**src/rtl/vga_fb_fetch_arbiter.sv**
```systemverilog
// Frame-buffer port arbiter: keeps the VGA pixel FIFO topped up with fixed-length
// read bursts and slots single host writes into the idle gaps between bursts.
module vga_fb_fetch_arbiter #(
  parameter int PIX_W      = 24,
  parameter int ADDR_W     = 19,
  parameter int FRAME_PIX  = 307200,
  parameter int BURST_LEN  = 16,
  parameter int FIFO_DEPTH = 64,
  parameter int LOW_WM     = 32,
  parameter int RD_LAT     = 2
) (
  input  logic              clk,
  input  logic              rst,
  input  logic              frame_sync,
  input  logic [6:0]        fifo_level,
  output logic              fifo_wreq,
  output logic [PIX_W-1:0]  fifo_wdata,
  input  logic              host_req,
  input  logic [ADDR_W-1:0] host_addr,
  input  logic [PIX_W-1:0]  host_wdata,
  output logic              host_ack,
  output logic              mem_en,
  output logic              mem_we,
  output logic [ADDR_W-1:0] mem_addr,
  output logic [PIX_W-1:0]  mem_wdata,
  input  logic [PIX_W-1:0]  mem_rdata,
  output logic              busy_disp
);

  typedef enum logic [1:0] {
    S_IDLE  = 2'd0,
    S_BURST = 2'd1,
    S_HOST  = 2'd2
  } state_t;

  localparam int CNT_W = $clog2(BURST_LEN + 1);
  localparam int INF_W = $clog2(BURST_LEN + RD_LAT + 1);
  localparam logic [7:0]        WM_8      = 8'(LOW_WM);
  localparam logic [7:0]        BL_8      = 8'(BURST_LEN);
  localparam logic [7:0]        DEPTH_8   = 8'(FIFO_DEPTH);
  localparam logic [ADDR_W-1:0] LAST_ADDR = ADDR_W'(FRAME_PIX - 1);
  localparam logic [CNT_W-1:0]  LAST_CNT  = CNT_W'(BURST_LEN);

  state_t            state_q, state_d;
  logic [ADDR_W-1:0] fetch_addr_q, fetch_addr_d, fetch_next;
  logic [CNT_W-1:0]  burst_cnt_q, burst_cnt_d;
  logic [INF_W-1:0]  inflight_q, inflight_d;
  logic              sync_pend_q, sync_pend_d;
  logic [RD_LAT-1:0] rd_vld_q, rd_vld_d;
  logic              mem_en_q, mem_en_d;
  logic              mem_we_q, mem_we_d;
  logic [ADDR_W-1:0] mem_addr_q, mem_addr_d;
  logic [PIX_W-1:0]  mem_wdata_q, mem_wdata_d;
  logic              host_ack_q, host_ack_d;
  logic              busy_disp_q, busy_disp_d;
  logic [7:0]        occ;
  logic              need, room, rd_issue;

  // A read is "issued" in the cycle its strobe is on the bus.
  assign rd_issue  = mem_en_q & ~mem_we_q;
  assign fifo_wreq = rd_vld_q[RD_LAT-1];
  assign fifo_wdata = fifo_wreq ? mem_rdata : '0;
  assign host_ack  = host_ack_q;
  assign mem_en    = mem_en_q;
  assign mem_we    = mem_we_q;
  assign mem_addr  = mem_addr_q;
  assign mem_wdata = mem_wdata_q;
  assign busy_disp = busy_disp_q;

  always_comb begin
    occ        = 8'(fifo_level) + 8'(inflight_q);
    need       = occ < WM_8;
    room       = (occ + BL_8) <= DEPTH_8;
    fetch_next = (fetch_addr_q == LAST_ADDR) ? '0 : fetch_addr_q + 1'b1;
    rd_vld_d   = (rd_vld_q << 1) | RD_LAT'(rd_issue);
    inflight_d = inflight_q + INF_W'(rd_issue) - INF_W'(fifo_wreq);

    state_d      = state_q;
    fetch_addr_d = fetch_addr_q;
    burst_cnt_d  = burst_cnt_q;
    sync_pend_d  = sync_pend_q | frame_sync;
    mem_en_d     = 1'b0;
    mem_we_d     = 1'b0;
    mem_addr_d   = '0;
    mem_wdata_d  = '0;
    host_ack_d   = 1'b0;
    busy_disp_d  = 1'b0;

    case (state_q)
      S_IDLE: begin
        // A pending frame restart consumes this idle cycle; a new pulse re-arms it.
        if (sync_pend_q) begin
          fetch_addr_d = '0;
          sync_pend_d  = frame_sync;
        end else if (need && room) begin
          state_d      = S_BURST;
          mem_en_d     = 1'b1;
          mem_addr_d   = fetch_addr_q;
          fetch_addr_d = fetch_next;
          burst_cnt_d  = CNT_W'(1);
          busy_disp_d  = 1'b1;
        end else if (host_req) begin
          state_d     = S_HOST;
          mem_en_d    = 1'b1;
          mem_we_d    = 1'b1;
          mem_addr_d  = host_addr;
          mem_wdata_d = host_wdata;
          host_ack_d  = 1'b1;
        end
      end
      S_BURST: begin
        if (burst_cnt_q == LAST_CNT) begin
          state_d = S_IDLE;
        end else begin
          mem_en_d     = 1'b1;
          mem_addr_d   = fetch_addr_q;
          fetch_addr_d = fetch_next;
          burst_cnt_d  = burst_cnt_q + 1'b1;
          busy_disp_d  = 1'b1;
        end
      end
      S_HOST: state_d = S_IDLE;
      default: state_d = S_IDLE;
    endcase
  end

  // Reset also flushes the return pipeline so aborted reads never reach the FIFO.
  always_ff @(posedge clk or posedge rst) begin
    if (rst) begin
      state_q      <= S_IDLE;
      fetch_addr_q <= '0;
      burst_cnt_q  <= '0;
      inflight_q   <= '0;
      sync_pend_q  <= 1'b0;
      rd_vld_q     <= '0;
      mem_en_q     <= 1'b0;
      mem_we_q     <= 1'b0;
      mem_addr_q   <= '0;
      mem_wdata_q  <= '0;
      host_ack_q   <= 1'b0;
      busy_disp_q  <= 1'b0;
    end else begin
      state_q      <= state_d;
      fetch_addr_q <= fetch_addr_d;
      burst_cnt_q  <= burst_cnt_d;
      inflight_q   <= inflight_d;
      sync_pend_q  <= sync_pend_d;
      rd_vld_q     <= rd_vld_d;
      mem_en_q     <= mem_en_d;
      mem_we_q     <= mem_we_d;
      mem_addr_q   <= mem_addr_d;
      mem_wdata_q  <= mem_wdata_d;
      host_ack_q   <= host_ack_d;
      busy_disp_q  <= busy_disp_d;
    end
  end

endmodule

```
**config.mk**
```make
export PLATFORM = sky130hd
export DESIGN_NAME = vga_fb_fetch_arbiter
export DESIGN_NICKNAME = d
export VERILOG_FILES = /design/src/rtl/vga_fb_fetch_arbiter.sv
export SDC_FILE = /design/constraint.sdc
export NUM_CORES = 1
export LEC_CHECK = 0
export CAP_MARGIN = 20
export CORE_MARGIN = 10
export CORE_UTILIZATION = 24
export CTS_BUF_LIST = sky130_fd_sc_hd__clkbuf_8
export CTS_CLUSTER_DIAMETER = 50
export DETAILED_ROUTE_END_ITERATION = 7
export GPL_TIMING_DRIVEN = 0
export MAX_ROUTING_LAYER = met4
export PLACE_DENSITY = 0.58
export SYNTH_ARGS = -nofsm -noshare
export SYNTH_HDL_FRONTEND = slang
export SYNTH_SLANG_ARGS = --single-unit
```
**constraint.sdc**
```tcl
create_clock -name clk -period 2.8 [get_ports clk]
set_input_delay 0.84 -clock clk [delete_from_list [all_inputs] [get_ports clk]]
set_output_delay 0.84 -clock clk [all_outputs]
set_load 0.005 [all_outputs]
```
# Yosys cells after proc, flatten, opt, wreduce, memory -nomap -nowiden
# Index checks and enable logic that the tools add are counted.
[word_totals] regBits=80 input_bits=78 out_inout_bits=72 word_cells=75
[classes] n_addsub=6 order_cmp=2 n_eq_ne=9 n_mux=37 bitwise_logic=4 reduce_logical=6
[ops] op="$mux 19" count=8
[ops] op="$mux 24" count=5
[ops] op="$pmux 19 s2" count=2
[ops] op="$add 19x1->19 const B" count=1
[ops] op="$eq 19x19->1 const B" count=1
[ops] op="$mux 5" count=3
[ops] op="$mux 1" count=11
[ops] op="$pmux 5 s2" count=1
[ops] op="$add 7x5->8" count=1
[ops] op="$add 8x5->8 const B" count=1
[ops] op="$le 8x7->1 const B" count=1
[ops] op="$lt 8x6->1 const B" count=1
[ops] op="$mux 2" count=4
[ops] op="$ne 2x2->1 const B" count=4
[ops] op="$ne 3x3->1 const B" count=2
[ops] op="$reduce_and 3->1" count=2
[ops] op="$add 5x1->5" count=1
[ops] op="$add 5x1->5 const B" count=1
[ops] op="$eq 5x5->1 const B" count=1
[ops] op="$sub 5x1->5" count=1
[ops] op="$pmux 1 s2" count=2
[ops] op="$pmux 2 s2" count=1
[ops] op="$reduce_and 4->1" count=1
[ops] op="$eq 2x1->1 const B" count=1
[ops] op="7 further kinds" count=7

# Depth between registers and ports, before layout
# Gate-level depths: netlist of the first run.
[depth] depth_word=7 mapped_depth=10 ltp_nobuf=10

# Least setup slack after synthesis of the first run
# No wires, ideal clock.
[synth_timing] kind="input to register" from="input fifo_level[0]" to="register fetch_addr_q[17]" setup_ns=0.080 t_arrival_ns=2.569 required_ns=2.720 setup_slack_ns=0.150 cell_stages=9 path_buffers=0 path_cell_list="ha_1 -> inv_1 -> fa_1 -> nand2_1 -> or4_4 -> a21oi_4 -> o31ai_2 -> or4_1 -> o211ai_2"
[synth_via] elab_chain_len=6 elab_cells_between_ends=7 classes_between="add/sub: 2; order compare: 2; eq/ne: 1; reduce/logical: 2"
[synth_lines] item="start, declared" line="15" rtl="input logic [6:0] fifo_level,"
[synth_lines] item="$add 7x5->8 (*)" line="71" rtl="occ = 8'(fifo_level) + 8'(inflight_q);"
[synth_lines] item="$add 8x5->8" line="73" rtl="room = (occ + BL_8) <= DEPTH_8;"
[synth_lines] item="$le 8x7->1" line="73"
[synth_lines] item="$logic_and 1x1->1 (*)" line="95" rtl="end else if (need && room) begin"
[synth_lines] item="$ne 3x3->1 (no source line) (*)"
[synth_lines] item="$reduce_and 3->1 (no source line) (*)"
[synth_lines] item="end signal, assigned" line="144" rtl="fetch_addr_q <= fetch_addr_d;"
[synth_lines] item="end, declared" line="45" rtl="logic [ADDR_W-1:0] fetch_addr_q, fetch_addr_d, fetch_next;"
# Every way passes the cells marked *; elsewhere a longest branch is shown, timed or not.
# A chain may end at the register's enable or synchronous reset.

# Worst setup path after layout of the first run
[layout_timing] from="input mem_rdata[11]" to="output fifo_wdata[11]"
[layout_via] elab_chain_len=1
[layout_lines] item="start, declared" line="26" rtl="input logic [PIX_W-1:0] mem_rdata,"
[layout_lines] item="$mux 24" line="62" rtl="assign fifo_wdata = fifo_wreq ? mem_rdata : '0;"
[layout_lines] item="end, declared" line="17" rtl="output logic [PIX_W-1:0] fifo_wdata,"
# Every way passes these cells.

==> results.cfg, run 1 <==
[outcome]
status = finished clean

[timing]
max-slew-margin-rel_pct = 39.8
finalCritPeriodShare_pct = 98.8
tightest_slew_ps = 901
min_period_ps = 2770
setup_viol = 0
slew_viol_final = 0
setup_tns_ps = 0
hold_viol_final = 0
skew_ps = 14.9
rsz0062_at_grt = no
max_clock_freq_mhz = 362

[pwr]
powerDensity_mw_per_mm2 = 713
p_leak_nw = 2.56
max-vdd-ir-drop_mv = 0.285

[drt]
drc = 0
antenna_left = 0
num_vias = 3242
drtIter0Drc = 214
first_pass_iters = 4
wl_per_cell_um = 17.1
viasPerCell = 4.68
wl_mm = 11.9

[logic_synthesis]
ys_ff_latch = 80
syn_area_mm2 = 0.00367
synth.top_cell.area_share_pct = 54.6
synth_compound_area_share_pct = 15.8
synth.area.top_cells = dfrtp_1 (55%), and2_1 (8.7%), a22o_1 (4.5%)
post-synth-top-count-cell = dfrtp_1
yosysWarnings = 0
synthAdderAreaFrac_pct = 5.53
syn_nets = 427
synth_cells = 334
synth_xor_area_share_pct = 1.67
yosysSeqAreaShare_pct = 54.6
synth_area_per_cell_um2 = 11.0
synth_top_family_by_area = simple AND/OR/NAND/NOR gates
synth_top_cells_by_count = dfrtp_1 (80), and2_1 (51), a22o_1 (19), nor2_1 (19), o21ai_0 (19)
ys_types = 42
muxShareOfSynthArea_pct = 0
synth-simple-area-share_pct = 18.7
asyncSetResetFlopFracSynth_pct = 100
synth_top_cell_by_area = dfrtp_1
synthFlopType = dfrtp_1
synth_edf_count = 0

[grt]
grt_max_degree = 42
grt_pass1_wl_mm = 17.9
grt-ovfl-total = 0
grt_pass1_vias = 3350
gr-usage-all-layers_pct = 11.3
antenna_found_initial = 1

[critical_path]
critPathTopFamily = buffers and inverters
cp_common_cell = clkdlybuf4s50_1
r2r-start = fetch_addr_q[0]
slowest_stage = clkdlybuf4s50_1
crit_end = fifo_wdata[11]
cp.required_ps = 1960
cp_max_fo = 1
cp.arrival_ps = 1930
r2r-end = fetch_addr_q[8]
ff2ff_setup_slack_ps = 340
path_buf_inv = 2
critPathLaunchType = primary input
crit_cells = 3
path_class = primary input to output pin
slowest_delay_ps = 500
reg2reg_depth = 8
crit_chain = clkdlybuf4s50_1 > and2_1 > clkdlybuf4s50_1
cp-startpoint = mem_rdata[11]
crit_path_end_kind = output pin

[worst_hold_path]
min_path_type = flop to flop
min_delay_path_depth = 0

[cells_and_area]
finish.utilization_pct = 38.4
syn_to_final_growth_pct = 57.9
fill_cells = 1499
layout.nets = 592
multi_input_area_mm2 = 0.00164
drive_gt1_share_pct = 11.1
ff_latch_area_mm2 = 0.00200

[floorplanning]
initial_utilization_pct = 24.3
design.core.area_mm2 = 0.0151
fp.dieH_um = 144
die_area_mm2 = 0.0206
die_w_um = 144
ioPinCount = 150
rows = 45

[cts]
clk_latency_ps = 360
cts_root_buf = clkbuf_8
cts_buffers = 9
clock_path_buffers = 2
htreeDepth = 3
cts_hold_buffers = 0
cts.clk_slew.worst_paths_ps = 90
clkSinkCount = 80
cts_tree = yes

[flow_run]
timing.max_cap.violations = 0

[placement]
dp_hpwl_mm = 9.17
io_buffers = 149
place_congestion = 0.866
[cell usage in the layout, fill, tap and decap left out, types with 5 or more instances in the layout]
| cell type | count |
|---|---|
| inv_1 | 14 |
| nand3_1 | 8 |
| clkbuf_8 | 11 |
| nand4_1 | 6 |
| nand2_1 | 16 |
| dlygate4sd2_1 | 8 |
| a31oi_1 | 5 |
| buf_2 | 6 |
| o21ai_0 | 16 |
| nand2b_1 | 5 |
| dfrtp_1 | 80 |
| o31ai_1 | 5 |
| a22o_1 | 19 |
| ha_1 | 10 |
| nor2_1 | 18 |
| a21oi_1 | 6 |
| o21ai_1 | 7 |
| and2_1 | 51 |
| clkdlybuf4s50_1 | 138 |
[registers in the layout, summed over array words and instances (netlist names)]
name          count
busy_disp         1
rd_vld_q          2
inflight_q        5
host_ack          1
mem_wdata        24
sync_pend_q       1
state_q           2
mem_addr         19
burst_cnt_q       5
mem_en            1
fetch_addr_q     19
[routing by layer]
metal,wire (um),track usage (%),vias up
li1,-,-,1499
met1,4880,13.0,1556
met2,5510,17.8,172
met3,1280,4.65,15
met4,189,3.49,0
met5,0,-,-
[per-stage QoR]
stage	cell area, um^2	total power (W)	setup WS [ps]	hold slack [ps]	cells
after floorplan	3670	0.00239	150	331	334
after global placement	5400	0.00311	-734	333	671
after detailed placement	5420	0.00317	-797	336	672
after CTS	5740	0.00420	-3.80	357	692
after global routing	5790	0.00445	1.35	363	693
final	5790	0.00413	34.8	354	693
[cell families after synthesis]
family / count (synthesis)
buffers and inverters: 32
xor gates and xnor gates: 7
adders and majority gates: 15
and+or+nand+nor: 121
DFF: 80
AOI/OAI and AO/OA: 79
[repair_timing]
| action | in CTS | in global routing |
|---|---|---|
| hold endpoints to repair | 0 | 0 |
| resized for setup | 31 | 10 |
| gates cloned | 2 | 0 |
| pin swaps | 6 | 2 |
| setup buffers | 2 | 0 |
| endpoints found under the setup margin | 66 | 58 |
[report_power, final]
part           internal (W)  switching, W  total, W  leakage (nW)
Sequential          0.00136      0.000160   0.00152          1.08
Clock              0.000465      0.000447  0.000912         0.102
Combinational      0.000889      0.000815   0.00170          1.38
[worst min path at each step]
stage                       end  slack [ps]        start
global route        rd_vld_q[1]         360  rd_vld_q[0]
global placement    rd_vld_q[1]         330  rd_vld_q[0]
floorplan           rd_vld_q[1]         330  rd_vld_q[0]
detailed placement  rd_vld_q[1]         340  rd_vld_q[0]
CTS                 rd_vld_q[1]         360  rd_vld_q[0]
finish              rd_vld_q[1]         350  rd_vld_q[0]
[final cells by class]
| class | instances | share of cell area, % |
|---|---|---|
| Multi-Input combinational cell | 223 | 28.4 |
| Inverter | 15 | 1.04 |
| Buffer | 17 | 1.71 |
| Clock buffer | 11 | 2.61 |
| Antenna cell | 1 | 0.0432 |
| Sequential cell | 80 | 34.6 |
| Tap cell | 188 | 4.06 |
| Clock inverter | 5 | 1.08 |
| Timing Repair Buffer | 153 | 26.5 |
Note: power is estimated with default switching activity, not from simulation.
==> inputs of run 2 (changes only) <==
--- a/config.mk
+++ b/config.mk
@@ -6,14 +6,15 @@
 export NUM_CORES = 1
 export LEC_CHECK = 0
 export CAP_MARGIN = 20
+export CORE_ASPECT_RATIO = 0.75
 export CORE_MARGIN = 10
-export CORE_UTILIZATION = 24
+export CORE_UTILIZATION = 40
 export CTS_BUF_LIST = sky130_fd_sc_hd__clkbuf_8
 export CTS_CLUSTER_DIAMETER = 50
 export DETAILED_ROUTE_END_ITERATION = 7
 export GPL_TIMING_DRIVEN = 0
 export MAX_ROUTING_LAYER = met4
-export PLACE_DENSITY = 0.58
+export PLACE_DENSITY = 0.84
 export SYNTH_ARGS = -nofsm -noshare
 export SYNTH_HDL_FRONTEND = slang
 export SYNTH_SLANG_ARGS = --single-unit
==> results.cfg, run 2 (synthesized netlist as in run 1, its figures left out) <==
[worst_hold_path]
min_from = rd_vld_q[0]
hold_end = rd_vld_q[1]
min_delay_path_depth = 0
min_path_type = flop to flop

[floorplanning]
ioPinCount = 150
fp.dieH_um = 103
die_area_mm2 = 0.0134
rows = 30
initial_utilization_pct = 40.7
die_w_um = 131
design.core.area_mm2 = 0.00901

[cts]
cts.clk_slew.worst_paths_ps = 90
cts_buffers = 9
cts_root_buf = clkbuf_8
cts_tree = yes
htreeDepth = 3
clock_path_buffers = 2
clk_latency_ps = 360
clkSinkCount = 80

[timing]
tightest_slew_ps = 631
hold_viol_final = 0
finalCritPeriodShare_pct = 99.1
setup_ws_ps = 25.0
min_period_ps = 2780
slew_viol_final = 0
max_clock_freq_mhz = 360
setup_viol = 0
skew_ps = 15.3
max-slew-margin-rel_pct = 57.4

[critical_path]
r2r-end = fetch_addr_q[8]
reg2reg_depth = 8
cp_max_fo = 1
crit_chain = clkdlybuf4s50_1 > and2_1 > clkdlybuf4s50_1
critPathLaunchType = primary input
slowest_stage = clkdlybuf4s50_1
r2r-start = fetch_addr_q[12]
crit_path_end_kind = output pin
ff2ff_setup_slack_ps = 300
cp.arrival_ps = 1940
path_class = primary input to output pin
cp.required_ps = 1960
cp_common_cell = clkdlybuf4s50_1
slowest_delay_ps = 510
critPathTopFamily = buffers and inverters
path_buf_inv = 2

[drt]
drtIter0Drc = 288
drc = 0
wl_per_cell_um = 19.7
num_vias = 3303
first_pass_iters = 5
wl_mm = 12.2
viasPerCell = 5.33
antenna_left = 0

[cells_and_area]
final_area_mm2 = 0.00579
ff_latch_area_mm2 = 0.00200
syn_to_final_growth_pct = 57.7
final_cell_mix = clkdlybuf4s50_1 (138), dfrtp_1 (80), and2_1 (51), a22o_1 (19), nor2_1 (18)
final_common_cell = clkdlybuf4s50_1
drive_gt1_share_pct = 13.0
fill_cells = 674
diodes = 0
largest_register_ffs = 24
multi_input_area_mm2 = 0.00167
stdcell_count = 620
layout.nets = 596

[grt]
gr-usage-all-layers_pct = 17.9
grt-ovfl-total = 0
grt_max_degree = 38
grt_pass1_wl_mm = 18.0
antenna_found_initial = 0
grt_pass1_vias = 3246

[placement]
placed_cells = 597
io_buffers = 149
placed_cell_area_mm2 = 0.00534
dp_hpwl_mm = 9.33
place_congestion = 0.893
pre_cts_slack_ps = -639

[pwr]
powerDensity_mw_per_mm2 = 744
p_leak_nw = 2.62
max-vdd-ir-drop_mv = 0.283

[outcome]
status = finished clean

[flow_run]
timing.max_cap.violations = 0
[run 2: cell types whose count changed in the layout (fill, tap and decap cells not counted), sizes merged, moves of 2 or more]
cell,change
inv,+3
clkbuf,-4
clkinvlp,-2
buf,+6
dlymetal6s2s,+2
dlygate4sd2,-2
[run 2: layout make-up]
| cell class | count | share of cell area (%) |
|---|---|---|
| Sequential cell | 80 | 34.6 |
| Tap cell | 112 | 2.42 |
| Inverter | 15 | 1.04 |
| Buffer | 16 | 1.47 |
| Clock buffer | 9 | 2.14 |
| Multi-Input combinational cell | 223 | 28.9 |
| Timing Repair Buffer | 158 | 27.5 |
| Clock inverter | 7 | 1.88 |
[run 2: metal layers]
metal | up-vias | share of wire, % | GRT usage, %
met5 | - | 0 | -
met4 | 0 | 1.2 | 5.20
met3 | 8 | 11 | 6.22
met2 | 188 | 50 | 30.3
met1 | 1600 | 38 | 19.7
li1 | 1507 | - | -
[run 2: power by group]
part / leakage (nW) / internal, W / total, W / switching (W)
Sequential: 1.08 / 0.00136 / 0.00152 / 0.000161
Combinational: 1.42 / 0.000913 / 0.00179 / 0.000879
Clock: 0.118 / 0.000523 / 0.000997 / 0.000475
[run 2: worst max-delay path by stage]
stage                     cells after the start     startpoint  slack [ps]                to
after global placement                       10  fifo_level[0]        -630      mem_addr[15]
after CTS                                     3   mem_rdata[2]           8     fifo_wdata[2]
after global routing                          9  fifo_level[1]          -6  fetch_addr_q[10]
final                                         3  mem_rdata[17]          20    fifo_wdata[17]
after floorplan                               9  fifo_level[0]         150  fetch_addr_q[17]
after detailed placement                     10  fifo_level[0]        -640      mem_addr[15]
[run 2: stage by stage]
stage               TNS, ps  total power, W  util, %  hold WS [ps]
finish                    0         0.00431     64.2           366
detailed placement   -31400         0.00316     59.3           343
global placement     -30060         0.00309     58.9           334
floorplan                 0         0.00239        -           331
CTS                       0         0.00426     63.4           370
global route          -5.70         0.00457     64.2           382
[run 2: timing repair]
item	CTS	global route
endpoints found under the setup margin	60	49
resized for setup	31	23
pin swaps	8	5
setup buffers	6	0
cloned	2	0
hold buffers	0	0
[run 2: worst reg2reg max path, stage by stage (launching register included)]
cell      delay, ps
dfrtp_1         370
buf_2           180
nor4b_1         360
nand4b_1        310
o21ai_2         470
buf_2           340
a21oi_1          90
o21ai_2         170
o31ai_4          90
==> patch: new RTL, config.mk and constraints of run 2 <==
Change the parameter `ADDR_W` from 19 to 21.
--- a/src/rtl/vga_fb_fetch_arbiter.sv
+++ b/src/rtl/vga_fb_fetch_arbiter.sv
@@ -4,3 +4,3 @@
   parameter int PIX_W      = 24,
-  parameter int ADDR_W     = 19,
+  parameter int ADDR_W     = 21,
   parameter int FRAME_PIX  = 307200,
Ports: changed (resized host_addr and mem_addr); port bits go from 150 to 154. No check against the original RTL was run, so the function may have changed too.
==> patch against run 2 <==
The run now ends with negative setup slack left. Critical endpoint is now fetch_addr_q[9]. Sequential cell count grew 4. Clock skew shrank 0.0042 ns. Largest cell class unchanged. Routed wire length grew 11%. Power grew 3.6%. Synthesized cell count grew 9.3%. Critical path type is now in2reg. Setup slack lost 0.025 ns. First-iteration DRC count shrank 9.4%. Area after synthesis grew 11%. Design area grew 5.3%.
==> patch: results (changes against run 2) <==
- Status: complete, but fails checks
* Failing checks: negative setup slack
- The depth of the worst register-to-register path was 7 (-1).
* Violation count after the first detailed-routing iteration: 261 (-9.4%)
- The wire length of the first global-routing pass came to 20.8 mm (+16%).
- Global router's overall resource usage: 18.6% (+0.67 points)
- Net load switching power: 1.60 mW (+5.9%)
- The headroom to the max-slew limit came to 63.1% (+5.8 points).
- The met1 usage came to 22.6% (+2.9 points).
- The worst endpoint data arrival time was 3.06 ns (+1.12 ns).
* Peak supply drop: 0.375 mV (+32%)
- Worst hold slack after final layout: 0.363 ns (-0.00310 ns)
- Synth top area cells: sky130_fd_sc_hd__dfrtp_1 52%, sky130_fd_sc_hd__and2_1 7.4%, sky130_fd_sc_hd__a22o_1 6.9%
- Utilization of the core after routing: 62.4% (-1.9 points)
- In this run the worst setup path begins at fifo_level[0].
- The reg-to-reg setup timing slack came to 0.54 ns (+0.24 ns).
* Synth cell types: 58 (+38%)
- The wire length per cell after detailed routing was 20.2 um (+2.5%).
* Min setup slack post-route: -0.0000411 ns (-0.0250 ns)
- The pre-CTS setup slack was -0.588 ns (+0.0507 ns).
* List of most frequent post-synthesis cells: 84 x sky130_fd_sc_hd__dfrtp_1, 48 x sky130_fd_sc_hd__and2_1, 32 x sky130_fd_sc_hd__a22o_1
- Final setup violating endpoints: 1 (+1)
- The sequential cell area fraction in the yosys report was 51.6% (-2.9 points).
* Via count of the first global-routing pass: 3724 (+15%)
- Mean number of vias per cell: 5.36 (+0.59%)
- The met3 capacity usage during global routing was 5.46% (-0.76 points).
- The cell count after placement was 652 (+9.2%).
- Critical R2R Capture: fetch_addr_q[2]
- Leakage power total: 2.76 nW (+5.4%)
- Setup Total Neg Slack: -0.0000411 ns (-0.0000411 ns)
* Setup clock skew after layout: 0.0111 ns (-0.00420 ns)
* Syn Area/Cell: 11.2 um^2 (+1.5%)
patch: repair_timing:
action | CTS | global route
pin swaps | 0 | 2
gates resized for setup | 12 | 24
endpoints found under the setup margin | 49 | 58
setup buffers | 0 | 1
patch: critical path, stage by stage:
cell and delay [ns]:
sky130_fd_sc_hd__clkdlybuf4s50_1 0.48, sky130_fd_sc_hd__ha_2 0.19, sky130_fd_sc_hd__inv_1 0.05, sky130_fd_sc_hd__fa_1 0.38, sky130_fd_sc_hd__nand2_2 0.11, sky130_fd_sc_hd__nor4_4 0.05, sky130_fd_sc_hd__o211ai_2 0.32, sky130_fd_sc_hd__buf_4 0.26
sky130_fd_sc_hd__nand2_1 0.10, sky130_fd_sc_hd__a211o_1 0.27
patch: power by group through the flow:
| stage | Clock, mW | Sequential [mW] | Combinational, mW |
|---|---|---|---|
| after floorplan | 0 | 1.58 | 1.07 |
| after global placement | 0 | 1.60 | 1.82 |
| after detailed placement | 0 | 1.62 | 1.90 |
| after CTS | 0.930 | 1.59 | 1.92 |
| after global routing | 0.986 | 1.62 | 2.15 |
| final | 0.903 | 1.59 | 1.97 |
patch: layout make-up:
type                            instances  share of cell area, %
Sequential cell                        84                   34.5
Inverter                               21                   1.35
Multi-Input combinational cell        241                   29.6
Clock buffer                            9                   2.03
Buffer                                 19                   2.48
Timing Repair Buffer                  156                   26.0
Tap cell                              132                   2.71
Clock inverter                          7                   1.31
patch: cells by family after synthesis:
group	after synthesis	synth area share (%)
DFF	84	51.6
and+or+nand+nor	134	20.0
muxes	1	0.246
AOI/OAI and AO/OA	84	16.9
buffers and inverters	40	4.76
xor gates and xnor gates	7	1.51
adders and majority gates	15	4.98
patch: metal layers:
layer	wire length, um	vias up
met4	248	0
met3	1310	27
met2	6350	220
met5	0	-
met1	5620	1702
li1	-	1636
